### config.mk
export PLATFORM = sky130hd
export DESIGN_NAME = layer_input_packer
export DESIGN_NICKNAME = d
export VERILOG_FILES = /design/src/rtl/layer_io_pkg.sv /design/src/rtl/layer_input_packer.sv
export SDC_FILE = /design/constraint.sdc
export NUM_CORES = 1
export LEC_CHECK = 0
export BUFFER_PORTS_ARGS = -buffer_cell sky130_fd_sc_hd__buf_2
export CAP_MARGIN = 40
export CORE_AREA = 4 4 114 116
export CTS_BUF_LIST = sky130_fd_sc_hd__clkbuf_4 sky130_fd_sc_hd__clkbuf_8 sky130_fd_sc_hd__clkbuf_16
export CTS_CLUSTER_DIAMETER = 30
export DETAILED_ROUTE_END_ITERATION = 8
export DIE_AREA = 0 0 118 120
export GPL_TIMING_DRIVEN = 0
export PLACE_DENSITY = 0.48
export SLEW_MARGIN = 20
export SYNTH_ARGS = -nofsm -noshare
export SYNTH_HDL_FRONTEND = slang
export SYNTH_SLANG_ARGS = --single-unit
export TNS_END_PERCENT = 10
### constraint.sdc
create_clock -name clk -period 2.4 [get_ports clk]
set_clock_uncertainty 0.05 [all_clocks]
set_input_delay 0.12 -clock clk [delete_from_list [all_inputs] [get_ports clk]]
set_output_delay 0.12 -clock clk [all_outputs]
set_load 0.01 [all_outputs]
### src/rtl/layer_io_pkg.sv
`default_nettype none
// ============================================================================
//  Module      : layer_io_pkg
//  Description : Shared types and width helpers for the layer input packer.
//                Holds the packer state encoding and the feature-counter
//                width derivation.
//  Revision    : 1.0 - initial release
// ============================================================================
package layer_io_pkg;

    // Packer states: FILL collects features, DROP discards an over-long
    // vector up to and including its in_last beat.
    typedef enum logic [0:0] {
        ST_FILL = 1'b0,
        ST_DROP = 1'b1
    } pack_state_e;

    // Default vector length and the counter width that goes with it.
    localparam int DEFAULT_NUM_FEAT = 16;
    localparam int CNT_W            = $clog2(DEFAULT_NUM_FEAT);

    // Counter width for an arbitrary vector length: CNT_W = $clog2(num_feat).
    // Vector length is at least 2, so the result is never zero.
    function automatic int cnt_width(input int num_feat);
        return (num_feat < 2) ? 1 : $clog2(num_feat);
    endfunction

endpackage : layer_io_pkg
`default_nettype wire

### src/rtl/layer_input_packer.sv
`default_nettype none
// ============================================================================
//  Module      : layer_input_packer
//  Description : Collects a stream of quantized features (one per beat) into
//                a packed vector for the first neuron layer. Feature k lands
//                in out_data[k*FEAT_BITS +: FEAT_BITS]. Vectors whose in_last
//                marker does not line up with the final slot are discarded
//                and reported with a one-cycle frame_err pulse.
//  Ports       : clk        - rising-edge clock
//                rst_n      - asynchronous active-low reset
//                in_valid   - feature present on in_data
//                in_ready   - packer accepts the feature this cycle
//                in_data    - quantized feature value [FEAT_BITS]
//                in_last    - final feature of a vector
//                out_valid  - packed vector presented downstream
//                out_ready  - downstream consumes the vector
//                out_data   - packed vector [NUM_FEAT*FEAT_BITS]
//                frame_err  - one-cycle pulse on a framing error
//  Revision    : 1.0 - initial release
// ============================================================================
module layer_input_packer
    import layer_io_pkg::*;
#(
    parameter int FEAT_BITS = 2,
    parameter int NUM_FEAT  = 16
) (
    input  logic                          clk,
    input  logic                          rst_n,
    input  logic                          in_valid,
    output logic                          in_ready,
    input  logic [FEAT_BITS-1:0]          in_data,
    input  logic                          in_last,
    output logic                          out_valid,
    input  logic                          out_ready,
    output logic [NUM_FEAT*FEAT_BITS-1:0] out_data,
    output logic                          frame_err
);

    localparam int                    VEC_W    = NUM_FEAT * FEAT_BITS;
    localparam int                    CNT_BITS = cnt_width(NUM_FEAT);
    localparam logic [CNT_BITS-1:0]   CNT_LAST = CNT_BITS'(NUM_FEAT - 1);

    generate
        if (NUM_FEAT < 2 || NUM_FEAT > 64) begin : g_bad_num_feat
            $error("layer_input_packer: NUM_FEAT must be in 2..64");
        end
    endgenerate

    // ------------------------------------------------------------------
    // State
    // ------------------------------------------------------------------
    pack_state_e         state_q,     state_d;
    logic [CNT_BITS-1:0] cnt_q,       cnt_d;
    logic [VEC_W-1:0]    acc_q,       acc_d;
    logic [VEC_W-1:0]    out_data_q,  out_data_d;
    logic                out_valid_q, out_valid_d;
    logic                frame_err_q, frame_err_d;

    logic                w_in_ready;
    logic                w_in_fire;
    logic [VEC_W-1:0]    w_acc_wr;

    // Only the completing beat needs the output register; it is stalled
    // exactly when that register is full and not draining this cycle.
    assign w_in_ready = !((state_q == ST_FILL) && (cnt_q == CNT_LAST) &&
                          out_valid_q && !out_ready);
    assign w_in_fire  = in_valid && w_in_ready;

    always_comb begin
        // Accumulator with the incoming feature dropped into slot cnt.
        w_acc_wr = acc_q;
        w_acc_wr[int'(cnt_q) * FEAT_BITS +: FEAT_BITS] = in_data;

        state_d     = state_q;
        cnt_d       = cnt_q;
        acc_d       = acc_q;
        out_data_d  = out_data_q;
        out_valid_d = out_valid_q && !out_ready;
        frame_err_d = 1'b0;

        if (w_in_fire) begin
            case (state_q)
                ST_FILL: begin
                    if (cnt_q == CNT_LAST) begin
                        cnt_d = '0;
                        if (in_last) begin
                            // Complete vector goes straight to the output
                            // register, bypassing the accumulator so the
                            // final feature costs no extra cycle.
                            out_valid_d = 1'b1;
                            out_data_d  = w_acc_wr;
                        end else begin
                            frame_err_d = 1'b1;
                            state_d     = ST_DROP;
                        end
                    end else if (in_last) begin
                        frame_err_d = 1'b1;
                        cnt_d       = '0;
                    end else begin
                        acc_d = w_acc_wr;
                        cnt_d = cnt_q + CNT_BITS'(1);
                    end
                end
                ST_DROP: begin
                    if (in_last) begin
                        state_d = ST_FILL;
                    end
                end
                default: begin
                    state_d = ST_FILL;
                    cnt_d   = '0;
                end
            endcase
        end
    end

    always_ff @(posedge clk or negedge rst_n) begin
        if (!rst_n) begin
            state_q     <= ST_FILL;
            cnt_q       <= '0;
            acc_q       <= '0;
            out_data_q  <= '0;
            out_valid_q <= 1'b0;
            frame_err_q <= 1'b0;
        end else begin
            state_q     <= state_d;
            cnt_q       <= cnt_d;
            acc_q       <= acc_d;
            out_data_q  <= out_data_d;
            out_valid_q <= out_valid_d;
            frame_err_q <= frame_err_d;
        end
    end

    assign in_ready  = w_in_ready;
    assign out_valid = out_valid_q;
    assign out_data  = out_data_q;
    assign frame_err = frame_err_q;

endmodule : layer_input_packer
`default_nettype wire

==> key figures <==
Status
  – Result of the run: complete, no violations

Worst hold path
  – WHS Path Cells: 3
  – Worst Hold End: out_data[1]
  – Min-delay src: in_data[1]
  – Worst hold path type: input pin to flip-flop

Critical path
  – Worst path arrival time: 2.49 ns
  – Reg-to-Reg End: acc_q[16]
  – CP Cell Sequence: clkbuf_4, inv_1, ha_2, or4b_4, a21oi_4, nand2_1, mux2_2
  – Crit path launch type: flip-flop
  – CP Class: flip-flop to flip-flop
  – Reg2reg setup slack: 0.08 ns
  – Crit Path Max Fanout: 10
  – Critical path endpoint category: flip-flop
  – Delay of the slowest cell on the worst path: 0.59 ns
  – Worst R2R Start: cnt_q[0]
  – Worst Path Required: 2.57 ns
  – CP max-delay cell: or4b_4
  – Reg2Reg Depth: 7

Synthesis
  – Ranking of synthesized cells by area: dfrtp_1, mux2_2, mux2i_1, o21ai_0, nand2_1
  – Mapped Cells: 326
  – Mapped Avg Cell Area: 10.9 um2
  – Async S/R FF share, synth: 100%
  – Synth Cell Area: 3550 um2
  – Distinct cells, synth: 47
  – #FFs+latches synth: 71
  – Number of flops mapped to enable cells by yosys: 0
  – YS warnings: 0
  – Seq/Total Area, Yosys: 50.0%
  – Syn_nets: 341
  – Synth area leader: dfrtp_1
  – Post-synth top area share: 50.0%
  – Top FF cell, synth: dfrtp_1

Cells and area
  – Commonest non-fill, non-tap cell in the layout: dfrtp_1
  – Cell Count, Final, Fillers Out: 536
  – Fin nets: 399
  – Most frequent cells in the layout: dfrtp_1, buf_2, nand2_1
  – Antenna cells: 0
  – Area growth syn-to-layout: 25.1%
  – Share of post-route cells with drive strength above 1: 33.9%
  – Final instance area: 4450 um2

Global routing
  – Maximum number of pins on one net before global-route repair: 41
  – Vias in the first global route: 2,715
  – First-pass GRT wire length: 14,100 um
  – Overall routing resource usage: 12.6%
  – Grt ovf: 0
  – Initial antenna violation count: 0

Pwr
  – VDD IR max: 0.355 mV
  – Sequential power share: 39.1%
  – Combinational group share of total power: 16.2%
  – Sw power: 0.876 mW
  – Pwr Density: 737 nW/um2
  – Clock share of power: 44.7%
  – LEAKAGE: 2.08 nW
  – Sw frac: 26.8%
  – Internal power: 2.40 mW

Placed design
  – DP Cell Count: 515
  – Placed Area: 3970 um2
  – RePlAce Congestion: 0.780
  – IO Port Bufs: 41
  – Detailed Place HPWL: 6040 um

Drt
  – WL per Instance: 15.6 um
  – Drt via density: 4.79
  – Via count: 2,565
  – Iteration-0 DRC Markers: 66
  – Final wirelength: 8350 um
  – DRC viols: 0
  – Post-route ant nets: 0
  – TritonRoute pass-1 iters: 4

Timing
  – Worst-margin pin slew: 0.630 ns
  – Hold Vio Cnt, Final: 0
  – Fmax: 431 MHz
  – Hold_ws: 0.125 ns
  – Max Slew Vio Count: 0
  – Slew headroom: 57.6%
  – Final critical-path share of the clock period: 96.7%
  – Setup tns final: 0 ns
  – Tmin final: 2.32 ns
  – Setup violators final: 0
  – RSZ-0062 raised after global routing: yes

Clock tree
  – Skew-Pair Late Insertion Delay: 0.33 ns
  – TritonCTS clock tree: built
  – Root Buffer: clkbuf_16
  – H-Tree Depth: 3
  – Max clock buf depth: 2
  – CTS buffer count: 9
  – Clock transition at the registers of the reported paths: 0.06 ns
  – Clk sinks: 71

Flow run
  – Max Cap Viol: 0

Floorplan
  – IO Pins: 42
  – Die H: 120 um
  – Floorplan row count: 40
  – Die area: 14,200 um2
  – Core area: 11,900 um2
  – Initial core utilization: 29.8%
  – Die width: 118 um
[flip-flops by register name (all words and copies together) (netlist names)]
register	count
acc_q	32
out_data	32
frame_err	1
out_valid	1
cnt_q	4
state_q	1
[cells by family after synthesis]
kind of cell | count (synthesis) | share of synthesized area [%]
simple gates | 105 | 16.2
flops | 71 | 50.0
fa+ha+maj | 8 | 2.82
buf+inv | 27 | 3.45
compound gates | 55 | 9.12
xor+xnor | 1 | 0.247
mux | 59 | 18.1
[power groups by stage]
stage	logic (mW)	clock network, mW	registers, mW
6_report	0.531	1.46	1.28
3_3_place_gp	0.436	0	1.30
5_1_grt	0.591	1.55	1.29
2_1_floorplan	0.315	0	1.29
3_5_place_dp	0.447	0	1.30
4_1_cts	0.498	1.51	1.27
[synthesized netlist by cell type (2+ instances only)]
library cell,n
dfrtp_1,71
nand2_1,33
mux2i_1,29
mux2_2,26
o21ai_0,26
nor2_1,18
a21oi_1,12
clkbuf_1,12
nand3_1,9
ha_1,8
inv_1,7
nand2_2,6
nor3_1,5
a31oi_1,4
and3_2,4
buf_2,4
mux2_4,4
nor2b_1,4
and3_1,3
nand2b_1,3
nand4_1,3
a211oi_2,2
and2_1,2
and3b_1,2
buf_6,2
nor2b_4,2
o211ai_1,2
o21ai_1,2
o311ai_0,2
or3_1,2
[routing by layer]
layer / GRT usage, % / vias to the layer above / share of wire [%]
li1: - / 1259 / -
met1: 17.1 / 1243 / 48
met2: 19.1 / 52 / 46
met3: 3.39 / 11 / 4.4
met4: 4.84 / 0 / 1.6
met5: 0 / - / 0
[per-stage QoR]
stage,power (mW),setup WS [ns],util (%)
final,3.28,0.0804,37.3
after global routing,3.43,-0.0403,37.3
after CTS,3.28,-0.0365,36.9
after detailed placement,1.75,-0.304,33.3
after global placement,1.73,-0.286,33.1
after floorplan,1.60,0.0491,-
[cell type report]
type | count | area, um2
Clock buffer | 11 | 246
Tap cell | 147 | 184
Buffer | 19 | 101
Inverter | 8 | 30.0
Fill cell | 1183 | 7470
Multi-Input combinational cell | 228 | 1750
Sequential cell | 71 | 1780
Timing Repair Buffer | 47 | 275
Clock inverter | 5 | 81.3
[worst max-delay path, delay by kind of cell (launching register included)]
family | cells | cell delay (ns)
buffers and inverters | 2 | 0.26
adders and majority gates | 1 | 0.33
muxes | 1 | 0.28
and+or+nand+nor | 2 | 0.69
DFF | 1 | 0.40
AOI/OAI and AO/OA | 1 | 0.18
[how the worst max path moves through the flow]
stage	startpoint	to	slack, ns
after floorplan	cnt_q[0]	acc_q[16]	0.05
after global placement	cnt_q[0]	acc_q[16]	-0.29
after detailed placement	cnt_q[0]	acc_q[16]	-0.30
after CTS	cnt_q[2]	acc_q[6]	-0.04
final	cnt_q[0]	acc_q[16]	0.08
after global routing	cnt_q[2]	acc_q[17]	-0.04
[what timing repair did]
action | 4_1_cts | 5_1_grt
resized for setup | 12 | 12
setup endpoints to repair | 57 | 47
gates cloned | 0 | 0
hold buffers | 4 | 0
hold endpoints to repair | 33 | 0
setup buffers | 1 | 0
pin swaps | 0 | 1
No activity file was read; power rests on OpenSTA's default activity.
